`src/rtl/button_conditioner_if.sv`:
```
// ---------------------------------------------------------------------------
// button_conditioner_if
//
// Purpose: groups the raw pushbutton inputs and the conditioned control
// outputs of button_conditioner into one bundle. Clock and reset are
// plain module ports and are not part of this interface.
//
// Signals:
//   btn_run    - raw asynchronous start/stop pushbutton, active-high
//   btn_clr    - raw asynchronous clear pushbutton, active-high
//   run_en     - run/stop level for the downstream counter enable
//   clr_pulse  - single-cycle clear request to the downstream counter
//   run_pulse  - single-cycle strobe on each accepted run press
//   btn_run_db - debounced run button level
//   btn_clr_db - debounced clear button level
//
// Modports:
//   master - the side that drives the buttons and consumes the outputs
//   slave  - the conditioner itself
// ---------------------------------------------------------------------------
interface button_conditioner_if;
  logic btn_run;
  logic btn_clr;
  logic run_en;
  logic clr_pulse;
  logic run_pulse;
  logic btn_run_db;
  logic btn_clr_db;

  modport master (
    output btn_run,
    output btn_clr,
    input  run_en,
    input  clr_pulse,
    input  run_pulse,
    input  btn_run_db,
    input  btn_clr_db
  );

  modport slave (
    input  btn_run,
    input  btn_clr,
    output run_en,
    output clr_pulse,
    output run_pulse,
    output btn_run_db,
    output btn_clr_db
  );
endinterface

```
`src/rtl/button_conditioner.sv`:
```
// ---------------------------------------------------------------------------
// button_conditioner
//
// Purpose: conditions two raw pushbuttons (run and clear) for a stopwatch-
// style counter. Each button is synchronized (2 flops), debounced with its
// own counter, and tracked by a RELEASED/PRESSED/HELD state machine that
// emits exactly one pulse per press. The run pulse toggles run_en; the
// clear pulse forces run_en low and has priority over a same-cycle run
// pulse.
//
// Optional feature: define BUTTON_CONDITIONER_LONG_PRESS_EN to add a
// long-press clear. Holding the run button LONG_COUNT cycles past its run
// pulse issues one clr_pulse and drops run_en. Without the macro there is
// no hold counter and clr_pulse comes only from btn_clr.
//
// Parameters:
//   DEBOUNCE_COUNT - consecutive stable cycles to accept a level change
//   LONG_COUNT     - run-button hold length for a long press (macro only)
//
// Ports:
//   clk_in - system clock, all logic on its rising edge
//   reset  - asynchronous, active-high reset
//   btn_if - button_conditioner_if.slave (buttons in, conditioned out)
// ---------------------------------------------------------------------------
module button_conditioner #(
  parameter int DEBOUNCE_COUNT = 1_000_000,
  parameter int LONG_COUNT     = 200_000_000
) (
  input  logic                 clk_in,
  input  logic                 reset,
  button_conditioner_if.slave  btn_if
);

  localparam int DB_W    = $clog2(DEBOUNCE_COUNT) + 1;
  localparam int NUM_BTN = 2;
  localparam int RUN_IDX = 0;
  localparam int CLR_IDX = 1;

  typedef enum logic [1:0] {
    RELEASED = 2'd0,
    PRESSED  = 2'd1,
    HELD     = 2'd2
  } btn_state_t;

  // Per-button views exported from the generate loop.
  logic [NUM_BTN-1:0] raw_in;
  logic [NUM_BTN-1:0] btn_db;
  logic [NUM_BTN-1:0] btn_rise;

  assign raw_in = {btn_if.btn_clr, btn_if.btn_run};

  // -------------------------------------------------------------------------
  // Per-button synchronizer, debouncer and press FSM
  // -------------------------------------------------------------------------
  for (genvar gi = 0; gi < NUM_BTN; gi++) begin : g_btn
    logic            sync1_q;
    logic            sync2_q;
    logic [DB_W-1:0] cnt_q;
    logic [DB_W-1:0] cnt_d;
    logic            db_q;
    logic            db_d;
    logic            db_prev_q;
    btn_state_t      state_q;
    btn_state_t      state_d;
    logic            rise_d;

    // Debounce: count consecutive cycles where the synchronized level
    // disagrees with the accepted level; any agreement restarts the count.
    // The level is accepted on the DEBOUNCE_COUNT-th disagreeing edge.
    always_comb begin
      cnt_d = '0;
      db_d  = db_q;
      if (sync2_q != db_q) begin
        if (cnt_q == DB_W'(DEBOUNCE_COUNT - 1)) begin
          db_d  = sync2_q;
          cnt_d = '0;
        end else begin
          cnt_d = cnt_q + 1'b1;
        end
      end
    end

    always_ff @(posedge clk_in or posedge reset) begin
      if (reset) begin
        sync1_q   <= 1'b0;
        sync2_q   <= 1'b0;
        cnt_q     <= '0;
        db_q      <= 1'b0;
        db_prev_q <= 1'b0;
      end else begin
        sync1_q   <= raw_in[gi];
        sync2_q   <= sync1_q;
        cnt_q     <= cnt_d;
        db_q      <= db_d;
        // Delayed copy of the debounced level for the registered edge detect.
        db_prev_q <= db_q;
      end
    end

    always_ff @(posedge clk_in or posedge reset) begin
      if (reset) begin
        state_q <= RELEASED;
      end else begin
        state_q <= state_d;
      end
    end

    // Only RELEASED can accept a rise, so a long hold never re-triggers;
    // rise_d is registered into the pulse flop, making the pulse cycle the
    // same cycle the FSM sits in PRESSED.
    always_comb begin
      state_d = state_q;
      rise_d  = 1'b0;
      case (state_q)
        RELEASED: begin
          if (db_q && !db_prev_q) begin
            state_d = PRESSED;
            rise_d  = 1'b1;
          end
        end
        PRESSED: begin
          state_d = HELD;
        end
        HELD: begin
          if (!db_q) begin
            state_d = RELEASED;
          end
        end
        default: begin
          state_d = RELEASED;
        end
      endcase
    end

    assign btn_db[gi]   = db_q;
    assign btn_rise[gi] = rise_d;
  end

  // -------------------------------------------------------------------------
  // Long-press clear (optional)
  // -------------------------------------------------------------------------
  logic long_fire;

`ifdef BUTTON_CONDITIONER_LONG_PRESS_EN
  localparam int HOLD_W = $clog2(LONG_COUNT) + 1;

  logic [HOLD_W-1:0] hold_cnt_q;
  logic [HOLD_W-1:0] hold_cnt_d;
  logic              run_held;

  assign run_held = (g_btn[RUN_IDX].state_q == HELD);

  // HELD starts one cycle after the run_pulse cycle, so reaching
  // LONG_COUNT cycles after the pulse means firing when the count shows
  // LONG_COUNT-2 completed HELD cycles. The count then parks at
  // LONG_COUNT-1 so the clear fires only once per press.
  always_comb begin
    hold_cnt_d = '0;
    long_fire  = 1'b0;
    if (run_held) begin
      long_fire = (hold_cnt_q == HOLD_W'(LONG_COUNT - 2));
      if (hold_cnt_q == HOLD_W'(LONG_COUNT - 1)) begin
        hold_cnt_d = hold_cnt_q;
      end else begin
        hold_cnt_d = hold_cnt_q + 1'b1;
      end
    end
  end

  always_ff @(posedge clk_in or posedge reset) begin
    if (reset) begin
      hold_cnt_q <= '0;
    end else begin
      hold_cnt_q <= hold_cnt_d;
    end
  end
`else
  assign long_fire = 1'b0;
`endif

  // -------------------------------------------------------------------------
  // Output pulses and run enable
  // -------------------------------------------------------------------------
  logic run_pulse_q;
  logic run_pulse_d;
  logic clr_pulse_q;
  logic clr_pulse_d;
  logic run_en_q;
  logic run_en_d;

  // run_en changes on the same edge that launches the pulses, so the new
  // level appears together with the pulse. Clear wins over a same-cycle run.
  always_comb begin
    run_pulse_d = btn_rise[RUN_IDX];
    clr_pulse_d = btn_rise[CLR_IDX] | long_fire;
    run_en_d    = run_en_q;
    if (clr_pulse_d) begin
      run_en_d = 1'b0;
    end else if (run_pulse_d) begin
      run_en_d = ~run_en_q;
    end
  end

  always_ff @(posedge clk_in or posedge reset) begin
    if (reset) begin
      run_pulse_q <= 1'b0;
      clr_pulse_q <= 1'b0;
      run_en_q    <= 1'b0;
    end else begin
      run_pulse_q <= run_pulse_d;
      clr_pulse_q <= clr_pulse_d;
      run_en_q    <= run_en_d;
    end
  end

  assign btn_if.run_en     = run_en_q;
  assign btn_if.run_pulse  = run_pulse_q;
  assign btn_if.clr_pulse  = clr_pulse_q;
  assign btn_if.btn_run_db = btn_db[RUN_IDX];
  assign btn_if.btn_clr_db = btn_db[CLR_IDX];

endmodule

```
`src/flat_wrapper.sv`:
```
// flat-port wrapper written by rule: the top's interface ports become plain ports
module button_conditioner_flat 
#(
  parameter int DEBOUNCE_COUNT = 1_000_000,
  parameter int LONG_COUNT     = 200_000_000
)
  (clk_in, reset, btn_if_btn_run, btn_if_btn_clr, btn_if_run_en, btn_if_clr_pulse, btn_if_run_pulse, btn_if_btn_run_db, btn_if_btn_clr_db);
  button_conditioner_if btn_if_i ();
  input  logic clk_in;
  input  logic reset;
  input wire logic [$bits(btn_if_i.btn_run)-1:0] btn_if_btn_run;
  input wire logic [$bits(btn_if_i.btn_clr)-1:0] btn_if_btn_clr;
  output wire logic [$bits(btn_if_i.run_en)-1:0] btn_if_run_en;
  output wire logic [$bits(btn_if_i.clr_pulse)-1:0] btn_if_clr_pulse;
  output wire logic [$bits(btn_if_i.run_pulse)-1:0] btn_if_run_pulse;
  output wire logic [$bits(btn_if_i.btn_run_db)-1:0] btn_if_btn_run_db;
  output wire logic [$bits(btn_if_i.btn_clr_db)-1:0] btn_if_btn_clr_db;
  assign btn_if_i.btn_run = btn_if_btn_run;
  assign btn_if_i.btn_clr = btn_if_btn_clr;
  assign btn_if_run_en = btn_if_i.run_en;
  assign btn_if_clr_pulse = btn_if_i.clr_pulse;
  assign btn_if_run_pulse = btn_if_i.run_pulse;
  assign btn_if_btn_run_db = btn_if_i.btn_run_db;
  assign btn_if_btn_clr_db = btn_if_i.btn_clr_db;
  button_conditioner #(.DEBOUNCE_COUNT(DEBOUNCE_COUNT), .LONG_COUNT(LONG_COUNT)) u_core (.clk_in(clk_in), .reset(reset), .btn_if(btn_if_i));
endmodule
```
`config.mk`:
```
export PLATFORM = sky130hd
export DESIGN_NAME = button_conditioner_flat
export DESIGN_NICKNAME = d
export VERILOG_FILES = /design/src/rtl/button_conditioner_if.sv /design/src/rtl/button_conditioner.sv /design/src/flat_wrapper.sv
export SDC_FILE = /design/constraint.sdc
export NUM_CORES = 1
export LEC_CHECK = 0
export ABC_CLOCK_PERIOD_IN_PS = 4050
export BUFFER_PORTS_ARGS = -buffer_cell sky130_fd_sc_hd__buf_2
export CAP_MARGIN = 20
export CORE_MARGIN = 8
export CORE_UTILIZATION = 50
export CTS_BUF_LIST = sky130_fd_sc_hd__clkbuf_8
export CTS_CLUSTER_SIZE = 25
export DETAILED_ROUTE_END_ITERATION = 6
export HOLD_SLACK_MARGIN = 0.06
export PLACE_DENSITY = 0.66
export REMOVE_ABC_BUFFERS = 1
export SYNTH_ARGS = -nofsm -noshare
export SYNTH_HDL_FRONTEND = slang
export SYNTH_SLANG_ARGS = --single-unit
```
`constraint.sdc`:
```
create_clock -name clk_in -period 4.05 [get_ports clk_in]
set_input_delay 0.2025 -clock clk_in [delete_from_list [all_inputs] [get_ports clk_in]]
set_output_delay 0.2025 -clock clk_in [all_outputs]
set_load 0.03 [all_outputs]
```
# [Word-level counts from Yosys, hierarchy flattened]
# Cells that the tools add are included.
[op_classes] addsub=2 multipliers=0 div=0 order_cmp=0 eq_ne=12 n_shift=0 muxes=16 n_bitwise=1 reduce_logical=11
[op_table] op="21-bit two-way mux" count=4
[op_table] op="21-bit by 1-bit adder with 21-bit output (second input constant)" count=2
[op_table] op="21-bit by 20-bit == test with 1-bit output (second input constant)" count=2
[op_table] op="2-bit one-hot mux with 3 select lines" count=2
[op_table] op="2-bit two-way mux" count=4
[op_table] op="2-bit AND reduction" count=4
[op_table] op="1-bit two-way mux" count=6
[op_table] op="2-bit by 1-bit == test with 1-bit output (second input constant)" count=2
[op_table] op="2-bit == test (second input constant)" count=2
[op_table] op="2-bit zero test" count=2
[op_table] op="2-bit by 1-bit inequality test with 1-bit output (second input constant)" count=2
[op_table] op="2-bit inequality test (second input constant)" count=2
[op_table] op="1-bit logical AND" count=2
[op_table] op="1-bit zero test" count=2
[op_table] op="1-bit inequality test" count=2
[op_table] op="2-bit nonzero test" count=1
[op_table] op="1-bit NOT" count=1
[totals] reg_bits=57 latchBits=0 ram_bits=0 mem_bits_ro=0 out_inout_bits=5 word_cells=57 mem_count=0

# [Longest topological paths before layout]
# Gate-level depths: netlist (run 1).
[logic_depth] depth_word=6 ltp_mapped=6 mapped_depth_nobuf=5

# [Worst setup path before layout (run 1)]
# No wires, ideal clock.
[synth_timing] path_type="reg-to-reg" from="register u_core.g_btn[0].cnt_q[0]" to="register u_core.g_btn[0].cnt_q[10]" setup_time_ns=0.132 t_arrival_ns=1.692 path_slack_ns=2.226 stages_incl_launch_ff=7 synth_period_minus_slack_ns=1.824 cell_sequence="dfrtp_1 -> ha_1 -> and3_2 -> nand3_1 -> o41ai_1 -> clkbuf_1 -> nor2_1"
[synth_between] elab_chain_cells=3 word_cells_on_any_way=4 classes_between="1 x add/sub; 1 x eq/ne; 2 x mux"
[synth_rtl] element="from (decl)" line="button_conditioner.sv:58" text="logic [DB_W-1:0] cnt_q;"
[synth_rtl] element="from (signal assigned)" line="button_conditioner.sv:93" text="cnt_q <= cnt_d;"
[synth_rtl] element="21-bit by 1-bit adder with 21-bit output / 21-bit by 20-bit == test with 1-bit output (equally long branches)" line="button_conditioner.sv:78, button_conditioner.sv:74"
[synth_rtl] element="21-bit two-way mux *" line="button_conditioner.sv:74" text="if (cnt_q == DB_W'(DEBOUNCE_COUNT - 1)) begin"
[synth_rtl] element="21-bit two-way mux *" line="button_conditioner.sv:73" text="if (sync2_q != db_q) begin"
[synth_rtl] element="net u_core.g_btn[0].cnt_d[10]" line="button_conditioner.sv:59" text="logic [DB_W-1:0] cnt_d;"
# The timed path passes the listed nets; every way through them passes the cells marked *.
# A chain may end at the register's enable or synchronous reset.

# [Final worst setup path (run 1)]
[layout_timing] from="register u_core.g_btn[0].cnt_q[0]" to="register u_core.g_btn[0].cnt_q[13]"
# The elaborated chain is that of the path after synthesis.

==> results of run 1 <==
layout make-up:
cell class                      count  share of cell area
Clock buffer                        9              0.0415
Clock inverter                      5              0.0247
Inverter                           12              0.0151
Multi-Input combinational cell    177               0.380
Sequential cell                    57               0.478
Tap cell                           70              0.0294
Timing Repair Buffer               14              0.0310
cell families (layout without fill, tap and decap cells):
| logic type | count (synthesis) | in the layout | share of synthesized area |
|---|---|---|---|
| adder cells (fa/ha/maj) | 2 | 2 | 0.00958 |
| flip-flops | 57 | 57 | 0.546 |
| XOR/XNOR | 31 | 31 | 0.104 |
| buffers and inverters | 17 | 40 | 0.0254 |
| AO/OA/AOI/OAI | 23 | 23 | 0.0517 |
| multiplexers | 2 | 2 | 0.00862 |
| AND/OR/NAND/NOR | 119 | 119 | 0.254 |
final timing paths:
check	depth (start not counted)	slack [ns]	start	to
hold / removal	0	0.35	u_core.g_btn[1].sync1_q	u_core.g_btn[1].sync2_q
setup / recovery	6	1.73	u_core.g_btn[0].cnt_q[0]	u_core.g_btn[0].cnt_q[13]
max in group asynchronous	4	2.83	reset	u_core.g_btn[1].cnt_q[7]
setup reg to reg	6	1.73	u_core.g_btn[0].cnt_q[0]	u_core.g_btn[0].cnt_q[13]
hold reg to reg	0	0.35	u_core.g_btn[1].sync1_q	u_core.g_btn[1].sync2_q
min in group asynchronous	3	0.41	reset	u_core.g_btn[1].state_q[0]
metal layers:
layer / part of all wire / vias up / GRT usage
met4: 0.031 / 0 / 0.0998
met1: 0.49 / 915 / 0.176
met3: 0.053 / 13 / 0.0353
met2: 0.43 / 47 / 0.197
met5: 0 / - / 0
li1: - / 925 / -
cell usage after synthesis, types with 2 or more instances:
cell,count,share of area
nand4_1,6,0.014
nand2_1,9,0.013
and2_1,3,0.0072
o31ai_1,4,0.012
nor3_1,8,0.015
xnor2_1,25,0.084
or3_1,7,0.017
nand3_2,2,0.0077
nand4b_1,2,0.0067
xor2_1,6,0.020
o21ai_0,7,0.013
o41ai_1,2,0.0067
or4_1,4,0.012
mux2_2,2,0.0086
a21oi_1,9,0.017
inv_1,12,0.017
nor4b_1,6,0.020
nor4_1,10,0.024
nor2_1,39,0.056
and4_1,2,0.0067
nand3_1,15,0.029
ha_1,2,0.0096
dfrtp_1,57,0.55
clkbuf_1,3,0.0043
state kept, by name (all words and copies together) (netlist names), 2 cells and up:
signal and flops:
u_core.g_btn.sync1_q 2, u_core.g_btn.cnt_q 42, u_core.g_btn.state_q 4, u_core.g_btn.db_prev_q 2, u_core.g_btn.sync2_q 2
report_power, final:
part           leakage (nW)  switching, mW  total [mW]  internal, mW
clock                 0.106          0.211       0.546         0.335
sequential            0.782        0.00711       0.584         0.576
combinational         0.337         0.0227      0.0335        0.0108
total                  1.23          0.241        1.16         0.922
stage by stage:
stage / worst slack [ns] / hold slack (ns) / cell area (µm²)
5_1_grt: 1.58 / 0.360 / 2980
2_1_floorplan: 1.11 / 0.234 / 2590
3_3_place_gp: 1.80 / 0.225 / 2760
3_5_place_dp: 1.74 / 0.224 / 2760
6_report: 1.73 / 0.348 / 2980
4_1_cts: 1.72 / 0.351 / 2980
==> impl_metrics.tcl, run 1 <==
set metrics [dict create \
    antenna_found_initial 0 \
    synth_cells 251 \
    firstDrtPassIters 4 \
    n_fill_cell 439 \
    netlist_area_um2 2610 \
    layout-drive-gt1-share 0.128 \
    synth-seq-cells 57 \
    avgRoutedWirePerCell_um 13.5 \
    cts-root-buf "clkbuf_8" \
    end_kind "flip-flop" \
    finalPower_mw 1.16 \
    hold_path_class "flip-flop to flip-flop" \
    vias 1900 \
    path_buf_inv 1 \
    clock-sinks 57 \
    rows 26 \
    max_freq_ghz 0.432 \
    relSlewSlack 0.407 \
    yosys_most_used_dff "dfrtp_1" \
    multi_input_area_um2 1130 \
    stdcell_count 344 \
    cp-start-kind "flip-flop" \
    viasPerCell 5.52 \
    port_buffers 8 \
    ys_seq_area_frac 0.546 \
    die_x_um 88.3 \
    cp_slowest_stage_delay_ns 0.80 \
    finClkSkew_ns 0.00715 \
    cts_tree "done" \
    fin_crit_sh 0.572 \
    detail_route.wirelength_um 4660 \
    overflow 0 \
    grt_pass1_wl_um 8200 \
    synthArstFlopShare 1.00 \
    avgSynthCellArea_um2 10.4 \
    final_cell_mix "57 x dfrtp_1, 39 x nor2_1, 25 x xnor2_1" \
    grt_max_degree 38 \
    drc_errors 0 \
    seq_area_um2 1430 \
    final_common_cell "dfrtp_1" \
    crit_fanout 12 \
    power.leakage_nw 1.23 \
    cts_setup_buffers 0 \
    clk_pin_slew_ns 0.07 \
    htreeDepth 3 \
    vdd_drop_max_uv 204 \
    cts_buffer_depth 2 \
    hold_buffers 3 \
    clkLatencyLatePin_ns 0.33 \
    detail-route-antenna-nets 0 \
    final_hold_viol_count 0 \
    dr.first_iter.drc_count 98 \
    yosys_warnings 0 \
    required_ns 4.27 \
    dp.cells 327 \
    maxCapViolCount 0 \
    fin_util 0.588 \
    die_h_um 88.3 \
    ios 9 \
    path_class "flip-flop to flip-flop" \
    initial_core_util 0.515 \
    post-route-min-period_ns 2.32 \
    dieArea_um2 7790 \
    diodes 0 \
    dpl.hpwl_um 3140 \
    crit_family "compound AO/OA/AOI/OAI gates" \
    gp_congestion 0.732 \
    core_area_um2 5070 \
    slowest_stage "o41ai_2" \
    setup-tns-final_ns 0 \
    synth_cell_types 33 \
    power_density_nw_per_um2 390 \
    crit_arrival_ns 2.53 \
    cts_resized 0 \
    first_global_vias 1830 \
    fin_nets 277 \
    area_growth_pct 14.2 \
    rsz0062_at_grt "false" \
    finalSetupViolCount 0 \
    synth_edf_count 0 \
    final_max_slew_viol_count 0 \
    outcome "finished clean" \
    tightest_slew_ns 0.880 \
    cts_buffers 9 \
    grt_use_total 0.137 \
    crit_chain "ha_1, and3_2, nand3_1, o41ai_2, buf_4, nor2_1" \
]
(Power assumes the default switching activity.)
==> run 2: changes to the inputs <==
--- a/config.mk
+++ b/config.mk
@@ -5,7 +5,7 @@
 export SDC_FILE = /design/constraint.sdc
 export NUM_CORES = 1
 export LEC_CHECK = 0
-export ABC_CLOCK_PERIOD_IN_PS = 4050
+export ABC_CLOCK_PERIOD_IN_PS = 2400
 export BUFFER_PORTS_ARGS = -buffer_cell sky130_fd_sc_hd__buf_2
 export CAP_MARGIN = 20
 export CORE_MARGIN = 8
==> constraint.sdc (replaced) <==
create_clock -name clk_in -period 2.4 [get_ports clk_in]
set_input_delay 0.12 -clock clk_in [delete_from_list [all_inputs] [get_ports clk_in]]
set_output_delay 0.12 -clock clk_in [all_outputs]
set_load 0.03 [all_outputs]
==> run 2 against run 1 <==
Effect of this change:
- sequential share of layout area up 0.32 points
- design area decreased by 0.67%
- global-route usage grew 0.21 points
- worst hold slack lost 0.0055 ns
- critical endpoint is now u_core.g_btn[0].cnt_q[18]
- highest routed layer unchanged
- non-clock buffer count rose by 2
- setup slack worse by 1.3 ns
==> impl_metrics.tcl, run 2 (synthesis gave the netlist of run 1 again) <==
set metrics [dict create \
    drc_errors 0 \
    first_global_vias 1891 \
    crit_arrival_ns 2.24 \
    whs_endpoint "u_core.g_btn[0].sync2_q" \
    dpl.hpwl_um 3190 \
    firstDrtPassIters 4 \
    r2r_end "u_core.g_btn[0].cnt_q[18]" \
    finClkSkew_ns 0.00741 \
    path_buf_inv 0 \
    power.leakage_nw 1.22 \
    worst_r2r_path_depth 5 \
    detail-route-antenna-nets 0 \
    hold_path_class "flip-flop to flip-flop" \
    dieArea_um2 7790 \
    viasPerCell 5.45 \
    die_x_um 88.3 \
    detail_route.wirelength_um 4730 \
    clk_pin_slew_ns 0.07 \
    ios 9 \
    overflow 0 \
    htreeDepth 3 \
    setup_ws_ns 0.421 \
    final_common_cell "dfrtp_1" \
    r2r_slack_ns 0.42 \
    rsz0062_at_grt "false" \
    final_hold_viol_count 0 \
    vias 1895 \
    fin_nets 279 \
    cts_buffers 9 \
    maxCapViolCount 0 \
    cts_buffer_depth 2 \
    largest_reg_flops 42 \
    relSlewSlack 0.563 \
    crit_fanout 6 \
    grt_max_degree 33 \
    cp_slowest_stage_delay_ns 0.49 \
    layout-drive-gt1-share 0.140 \
    tightest_slew_ns 0.654 \
    dp.cells 329 \
    area_growth_pct 13.5 \
    slowest_stage "or3_1" \
    antenna_found_initial 0 \
    gp_congestion 0.824 \
    post-route-min-period_ns 1.98 \
    cts_tree "done" \
    core_area_um2 5070 \
    avgRoutedWirePerCell_um 13.6 \
    clock-sinks 57 \
    grt_use_total 0.140 \
    setup-tns-final_ns 0 \
    final_max_slew_viol_count 0 \
    finalSetupViolCount 0 \
    required_ns 2.66 \
    final_cell_mix "57 x dfrtp_1, 39 x nor2_1, 25 x xnor2_1" \
    initial_core_util 0.515 \
    end_kind "flip-flop" \
    crit_chain "ha_1, nand3_1, or3_1, or4_1, a21oi_1" \
    port_buffers 8 \
    fin_crit_sh 0.825 \
    grt_pass1_wl_um 8400 \
    clkLatencyLatePin_ns 0.33 \
    stdcell_count 348 \
    outcome "finished clean" \
    min-delay-start "u_core.g_btn[0].sync1_q" \
    hold_depth 0 \
    cp-start-kind "flip-flop" \
    dr.first_iter.drc_count 71 \
    vdd_drop_max_uv 335 \
    rows 26 \
    dp_slack_ns 0.442 \
    power_density_nw_per_um2 601 \
    reg.largest.list "u_core.g_btn.cnt_q: 42 flops, u_core.g_btn.state_q: 4 flops" \
    crit_family "simple AND/OR/NAND/NOR gates" \
    die_h_um 88.3 \
    diodes 0 \
    cts-root-buf "clkbuf_8" \
    max_freq_ghz 0.505 \
    r2r_start "u_core.g_btn[0].cnt_q[0]" \
    largest_register "u_core.g_btn.cnt_q" \
    path_class "flip-flop to flip-flop" \
    fin_util 0.584 \
]
-- run 2: cell count changes in the layout (fill, tap and decap cells not counted), sizes merged --
cell and delta:
clkinvlp +2, bufinv -2, clkinv +2, buf +2
-- run 2: worst max-delay path by stage --
stage          depth (start not counted)                         to                      from  slack [ns]
2_1_floorplan                          5  u_core.g_btn[0].cnt_q[10]  u_core.g_btn[0].cnt_q[0]       -0.54
3_3_place_gp                           5  u_core.g_btn[1].cnt_q[20]  u_core.g_btn[1].cnt_q[0]        0.51
3_5_place_dp                           5  u_core.g_btn[0].cnt_q[18]  u_core.g_btn[0].cnt_q[0]        0.44
4_1_cts                                5  u_core.g_btn[0].cnt_q[18]  u_core.g_btn[0].cnt_q[0]        0.43
5_1_grt                                5  u_core.g_btn[0].cnt_q[20]  u_core.g_btn[0].cnt_q[0]        0.32
6_report                               5  u_core.g_btn[0].cnt_q[18]  u_core.g_btn[0].cnt_q[0]        0.42
-- run 2: where the power goes --
| group | switching [mW] | internal [mW] |
|---|---|---|
| clock | 0.375 | 0.362 |
| combinational | 0.0394 | 0.0204 |
| sequential | 0.0117 | 0.972 |
| total | 0.426 | 1.35 |
-- run 2: routing by layer --
layer | vias to the layer above | track usage | wire length, µm
met4 | 0 | 0.0922 | 100
met5 | - | 0 | 0
met1 | 932 | 0.177 | 2320
met2 | 23 | 0.207 | 2170
met3 | 10 | 0.0344 | 144
li1 | 930 | - | -
-- run 2: area by class of cell --
class	count	area [µm²]
Fill cell	455	2110
Sequential cell	57	1430
Timing Repair Buffer	16	108
Tap cell	70	87.6
Inverter	12	45.0
Clock buffer	9	124
Multi-Input combinational cell	177	1130
Clock inverter	7	38.8
-- run 2: per-stage QoR --
stage / hold WS, ns / power [mW] / cell area (µm²)
2_1_floorplan: 0.151 / 1.04 / 2590
3_3_place_gp: 0.229 / 1.06 / 2770
3_5_place_dp: 0.230 / 1.06 / 2770
4_1_cts: 0.353 / 1.81 / 2960
5_1_grt: 0.366 / 1.86 / 2960
6_report: 0.343 / 1.78 / 2960
-- run 2: repair_timing --
| item | 4_1_cts | 5_1_grt |
|---|---|---|
| endpoints found under the hold margin | 32 | 0 |
| hold buffers | 3 | 0 |
| resized for setup | 0 | 0 |
| setup buffers | 0 | 0 |
